[config.mk]
export PLATFORM = sky130hd
export DESIGN_NAME = spi_oled_slave
export DESIGN_NICKNAME = d
export VERILOG_FILES = /design/src/rtl/spi_oled_slave.sv
export SDC_FILE = /design/constraint.sdc
export NUM_CORES = 1
export LEC_CHECK = 0
export CAP_MARGIN = 10
export CORE_MARGIN = 2
export CORE_UTILIZATION = 30
export DETAILED_ROUTE_END_ITERATION = 7
export GPL_TIMING_DRIVEN = 0
export MAX_ROUTING_LAYER = met4
export REMOVE_ABC_BUFFERS = 1
export SYNTH_ARGS = -nofsm -noshare
export SYNTH_HDL_FRONTEND = slang
export SYNTH_SLANG_ARGS = --single-unit
[constraint.sdc]
create_clock -name clk -period 3.85 [get_ports clk]
set_input_delay 0.385 -clock clk [delete_from_list [all_inputs] [get_ports clk]]
set_output_delay 0.385 -clock clk [all_outputs]
set_load 0.02 [all_outputs]
[src/rtl/spi_oled_slave.sv]
// SPI receiver for an OLED controller: oversamples a mode-0 SPI link on clk and writes data bytes into a 128x8-page frame buffer.
// Build option OLED_RX_ADDR_CMD_EN enables the column/page window commands; without it data bytes write linearly 0..1023.
module spi_oled_slave (
   input  logic       clk,
   input  logic       rst_n,
   input  logic       spi_cs,
   input  logic       spi_sck,
   input  logic       spi_dc,
   input  logic       spi_mosi,
   output logic       recv_valid,
   output logic       recv_dc,
   output logic [7:0] recv_data,
   output logic       write_en,
   output logic [9:0] write_addr,
   output logic [7:0] write_data,
   output logic       frame_err
);

   // state  | meaning
   // IDLE   | waiting for a command or data byte
   // COL_A  | next command byte is col_start
   // COL_B  | next command byte is col_end
   // PAGE_A | next command byte is page_start
   // PAGE_B | next command byte is page_end
`ifdef OLED_RX_ADDR_CMD_EN
   typedef enum logic [2:0] {IDLE, COL_A, COL_B, PAGE_A, PAGE_B} state_t;
   state_t state;
`endif

   logic       cs_m, cs_s, sck_m, sck_s, sck_d, dc_m, dc_s, mosi_m, mosi_s;
   logic       rise_q;
   logic [6:0] shift;
   logic [2:0] bit_cnt;
   logic [6:0] col, col_start, col_end;
   logic [2:0] page, page_start, page_end;
   logic [7:0] byte_c;
   logic       byte_done;

   assign byte_c    = {shift, mosi_s};
   assign byte_done = rise_q & ~cs_s & (bit_cnt == 3'd7);

   always_ff @(posedge clk) begin
      if (!rst_n) begin
         cs_m       <= 1'b1;
         cs_s       <= 1'b1;
         sck_m      <= 1'b0;
         sck_s      <= 1'b0;
         sck_d      <= 1'b0;
         dc_m       <= 1'b0;
         dc_s       <= 1'b0;
         mosi_m     <= 1'b0;
         mosi_s     <= 1'b0;
         rise_q     <= 1'b0;
         shift      <= '0;
         bit_cnt    <= '0;
         recv_valid <= 1'b0;
         recv_dc    <= 1'b0;
         recv_data  <= '0;
         frame_err  <= 1'b0;
      end else begin
         cs_m       <= spi_cs;
         cs_s       <= cs_m;
         sck_m      <= spi_sck;
         sck_s      <= sck_m;
         sck_d      <= sck_s;
         dc_m       <= spi_dc;
         dc_s       <= dc_m;
         mosi_m     <= spi_mosi;
         mosi_s     <= mosi_m;
         rise_q     <= sck_s & ~sck_d;
         recv_valid <= 1'b0;
         frame_err  <= 1'b0;
         if (cs_s) begin
            // partial byte is dropped when the frame ends early
            frame_err <= (bit_cnt != 3'd0);
            bit_cnt   <= '0;
         end else if (rise_q) begin
            shift   <= byte_c[6:0];
            bit_cnt <= bit_cnt + 3'd1;
            if (bit_cnt == 3'd7) begin
               recv_valid <= 1'b1;
               recv_dc    <= dc_s;
               recv_data  <= byte_c;
            end
         end
      end
   end

   always_ff @(posedge clk) begin
      if (!rst_n) begin
`ifdef OLED_RX_ADDR_CMD_EN
         state      <= IDLE;
`endif
         col        <= '0;
         page       <= '0;
         col_start  <= '0;
         col_end    <= 7'd127;
         page_start <= '0;
         page_end   <= 3'd7;
         write_en   <= 1'b0;
         write_addr <= '0;
         write_data <= '0;
      end else begin
         write_en <= 1'b0;
         if (byte_done && dc_s) begin
            write_en   <= 1'b1;
            write_addr <= {page, col};
            write_data <= byte_c;
            // wrap only on equality so inverted windows pass through 127 -> 0
            if (col == col_end) begin
               col  <= col_start;
               page <= (page == page_end) ? page_start : page + 3'd1;
            end else begin
               col <= col + 7'd1;
            end
`ifdef OLED_RX_ADDR_CMD_EN
            state <= IDLE;
`endif
         end
`ifdef OLED_RX_ADDR_CMD_EN
         else if (byte_done) begin
            case (state)
               IDLE: begin
                  if (byte_c == 8'h21)
                     state <= COL_A;
                  else if (byte_c == 8'h22)
                     state <= PAGE_A;
                  else if (byte_c[7:3] == 5'b10110)
                     page <= byte_c[2:0];
               end
               COL_A: begin
                  col_start <= byte_c[6:0];
                  state     <= COL_B;
               end
               COL_B: begin
                  col_end <= byte_c[6:0];
                  col     <= col_start;
                  state   <= IDLE;
               end
               PAGE_A: begin
                  page_start <= byte_c[2:0];
                  state      <= PAGE_B;
               end
               PAGE_B: begin
                  page_end <= byte_c[2:0];
                  page     <= page_start;
                  state    <= IDLE;
               end
               default: state <= IDLE;
            endcase
         end
`endif
      end
   end

endmodule
==> summary.md <==
| Metric | Value |
|---|---|
| Outcome | completed |
| Startpoint types | register |
| Hold buffers post-CTS | 0 |
| CTS root buffer | clkbuf_8 |
| Vert. Die Dim | 89.5 um |
| Hold Vio Cnt, Final | 0 |
| Detailed router's first-iteration violation count | 49 |
| Worst hold slack | 386 ps |
| TritonCTS clock tree | done |
| WL final | 4.07 mm |
| DIE WIDTH | 89.5 um |
| CP max stage cell | nor3_1 |
| Max stage delay on crit path | 610 ps |
| CTS max path bufs | 2 |
| Fraction of layout cells with a size suffix above 1 | 0.0557 |
| Hpwl dp | 2.66 mm |
| Clock slew at reported path FFs | 60 ps |
| Worst R2R Setup Slack | 1540 ps |
| Multi-input logic area | 905 sq um |
| Initial antenna violation count | 0 |
| Sequential area share after synthesis | 0.547 |
| CTS resizes | 0 |
| Inst Count DP | 371 |
| Setup crit end kind | register |
| Largest net degree at the start of global routing | 42 |
| Num rows | 31 |
| Synth-to-Final Area Change | 29.5% |
| Wire per inst | 10.5 um |
| Port Buffer Count | 35 |
| Min Tclk post-route | 2310 ps |
| Routed Antenna Nets | 0 |
| H-tree depth | 3 |
| Slew HR | 0.399 |
| Reg-to-Reg End | page[1]$_SDFFE_PN0P_ |
| Lkg Pwr | 0.000969 uW |
| Max Cap Viol | 0 |
| FF-to-FF Start | bit_cnt[0]$_SDFFE_PP0P_ |
| Number of remaining DRC errors | 0 |
| Fin nets | 296 |
| Hold_sp | sck_d$_SDFF_PN0_ |
| Count of different cell masters after synthesis | 26 |
| Post-CTS setup buffers | 0 |
| Vias in the first global route | 1534 |
| Fin. max-slew vios | 0 |
| CP bufs+invs | 0 |
| FMAX | 434 MHz |
| DR pass1 iterations | 6 |
| Cell mode on critical path | ha_1 |
| First-pass GRT wire length | 6.72 mm |
| Global-route usage over all layers | 0.114 |
| Critical path depth in cells | 5 |
| Fin Clk Skew | 8.99 ps |
| Routed vias/inst | 4.51 |
| Synthesis Warnings | 0 |
| Actual slew at the worst max-slew pin | 899 ps |
| Final setup vio count | 0 |
| Worst Hold End | rise_q$_SDFF_PN0_ |
| Fin crit share | 0.599 |
| Via count | 1739 |
| Final design utilization | 0.396 |
| # fillers | 729 |
| Delay-heaviest family, CP | simple AND/OR/NAND/NOR gates |
| Core Area | 7180 sq um |
| Crit path required time | 4110 ps |
| Mapped Area | 2190 sq um |
| Worst skew pair latency | 340 ps |
| Critical path peak fanout | 32 |
| FF-to-FF path depth | 5 |
| Count of state elements after synthesis | 60 |
| Critical path type | reg2reg |
| Hold Path Depth | 1 |
| VDD IR max | 171 uV |
| Io pins | 36 |
| Cells after Synth | 250 |
| TNS Setup | 0 ps |
| Pwr dens | 436 nW/um^2 |
| Reg area | 1200 sq um |
| RSZ-0062 raised after global routing | false |
| CP Data Arrival Time | 2570 ps |
| Placer Congestion | 0.717 |
| Finished Layout Cells | 386 |
| Clock sink total | 60 |
| Remaining Overflow, GRT | 0 |
| Starting Density | 0.306 |
| CTS Buf Count | 9 |
| Total Die Area | 8020 sq um |
| Critical path, cell by cell | ha_1, ha_1, nand4b_4, nor3_1, mux2i_1 |
| Mean Syn Cell Area | 8.78 sq um |
| Hold Crit Class | reg2reg |
| # diodes | 0 |
power breakdown:
| group | internal, uW | switching (uW) |
|---|---|---|
| registers | 625 | 2.82 |
| logic | 11.4 | 12.0 |
| clock network | 362 | 226 |
| total | 999 | 241 |
synthesized netlist by cell type (all sizes together):
cell type | instances | area [sq um]
xnor2 | 1 | 8.76
or4 | 3 | 22.5
and2 | 8 | 50.1
nand4b | 1 | 23.8
clkbuf | 3 | 11.3
or3 | 3 | 18.8
a21oi | 42 | 210
nor3 | 1 | 5.00
o31ai | 4 | 30.0
dfxtp | 60 | 1200
buf | 10 | 51.3
nand2b | 4 | 25.0
o211ai | 1 | 7.51
nor2b | 2 | 12.5
nand4 | 1 | 6.26
ha | 6 | 75.1
mux2i | 5 | 50.1
o21ai | 2 | 10.0
nand2 | 68 | 255
nor2 | 5 | 18.8
and4b | 1 | 10.0
inv | 7 | 26.3
nand3b | 2 | 15.0
nand3 | 10 | 50.1
cell families after synthesis:
group           count (synthesis)  synth area share
mux                             5            0.0228
simple gates                  109             0.234
buf+inv                        20            0.0405
compound gates                 49             0.117
flops                          60             0.547
xor+xnor                        1           0.00399
fa+ha+maj                       6            0.0342
state kept, by name, indices dropped and copies added (netlist names), 3 cells and up:
name and flops:
col 7, recv_data 8, bit_cnt 3, shift 7, write_addr 10, write_data 8, page 3
per-stage QoR:
stage,power (uW),instance area [sq um],setup slack [ps]
CTS,1250,2820,1490
floorplan,651,2130,1910
detailed placement,662,2610,1160
finish,1240,2840,1540
global route,1280,2840,1340
global placement,662,2610,1170
worst max path at each step:
stage,startpoint,endpoint
finish,bit_cnt[0]$_SDFFE_PP0P_,page[1]$_SDFFE_PN0P_
global route,bit_cnt[0]$_SDFFE_PP0P_,page[1]$_SDFFE_PN0P_
CTS,bit_cnt[0]$_SDFFE_PP0P_,page[1]$_SDFFE_PN0P_
detailed placement,rst_n,page[0]$_SDFFE_PN0P_
global placement,rst_n,page[0]$_SDFFE_PN0P_
floorplan,bit_cnt[0]$_SDFFE_PP0P_,col[6]$_SDFFE_PN0P_
layer usage:
| layer | track usage | wire length (um) | part of all wire | up-vias |
|---|---|---|---|---|
| met4 | 0.0651 | 99 | 0.024 | 0 |
| li1 | - | - | - | 899 |
| met5 | - | 0 | 0 | - |
| met2 | 0.165 | 1770 | 0.43 | 35 |
| met1 | 0.132 | 1960 | 0.48 | 793 |
| met3 | 0.0471 | 238 | 0.058 | 12 |
cell type report:
| cell class | count | area share |
|---|---|---|
| Timing Repair Buffer | 36 | 0.133 |
| Inverter | 7 | 0.00924 |
| Multi-Input combinational cell | 170 | 0.318 |
| Tap cell | 99 | 0.0436 |
| Clock buffer | 13 | 0.0629 |
| Sequential cell | 60 | 0.423 |
| Clock inverter | 1 | 0.0106 |
layout by cell type (no fill, tap or decap):
cell             netlist  final
clkbuf_8               0     13
buf_16                 0      1
xnor2_1                1      1
clkdlybuf4s50_1        0     35
or4_1                  3      3
or3_1                  3      3
o211ai_1               1      1
dfxtp_1               60     60
nor2b_1                2      2
nand4b_4               1      1
bufinv_16              0      1
inv_1                  7      7
o21ai_0                2      2
and2_1                 8      8
nand3_1               10     10
nand2_1               68     68
and4b_1                1      1
nand4_1                1      1
a21oi_1               42     42
mux2i_1                5      5
ha_1                   6      6
o31ai_1                4      4
nand3b_1               2      2
nand2b_1               4      4
nor2_1                 5      5
nor3_1                 1      1
Note: power is estimated with default switching activity, not from simulation.
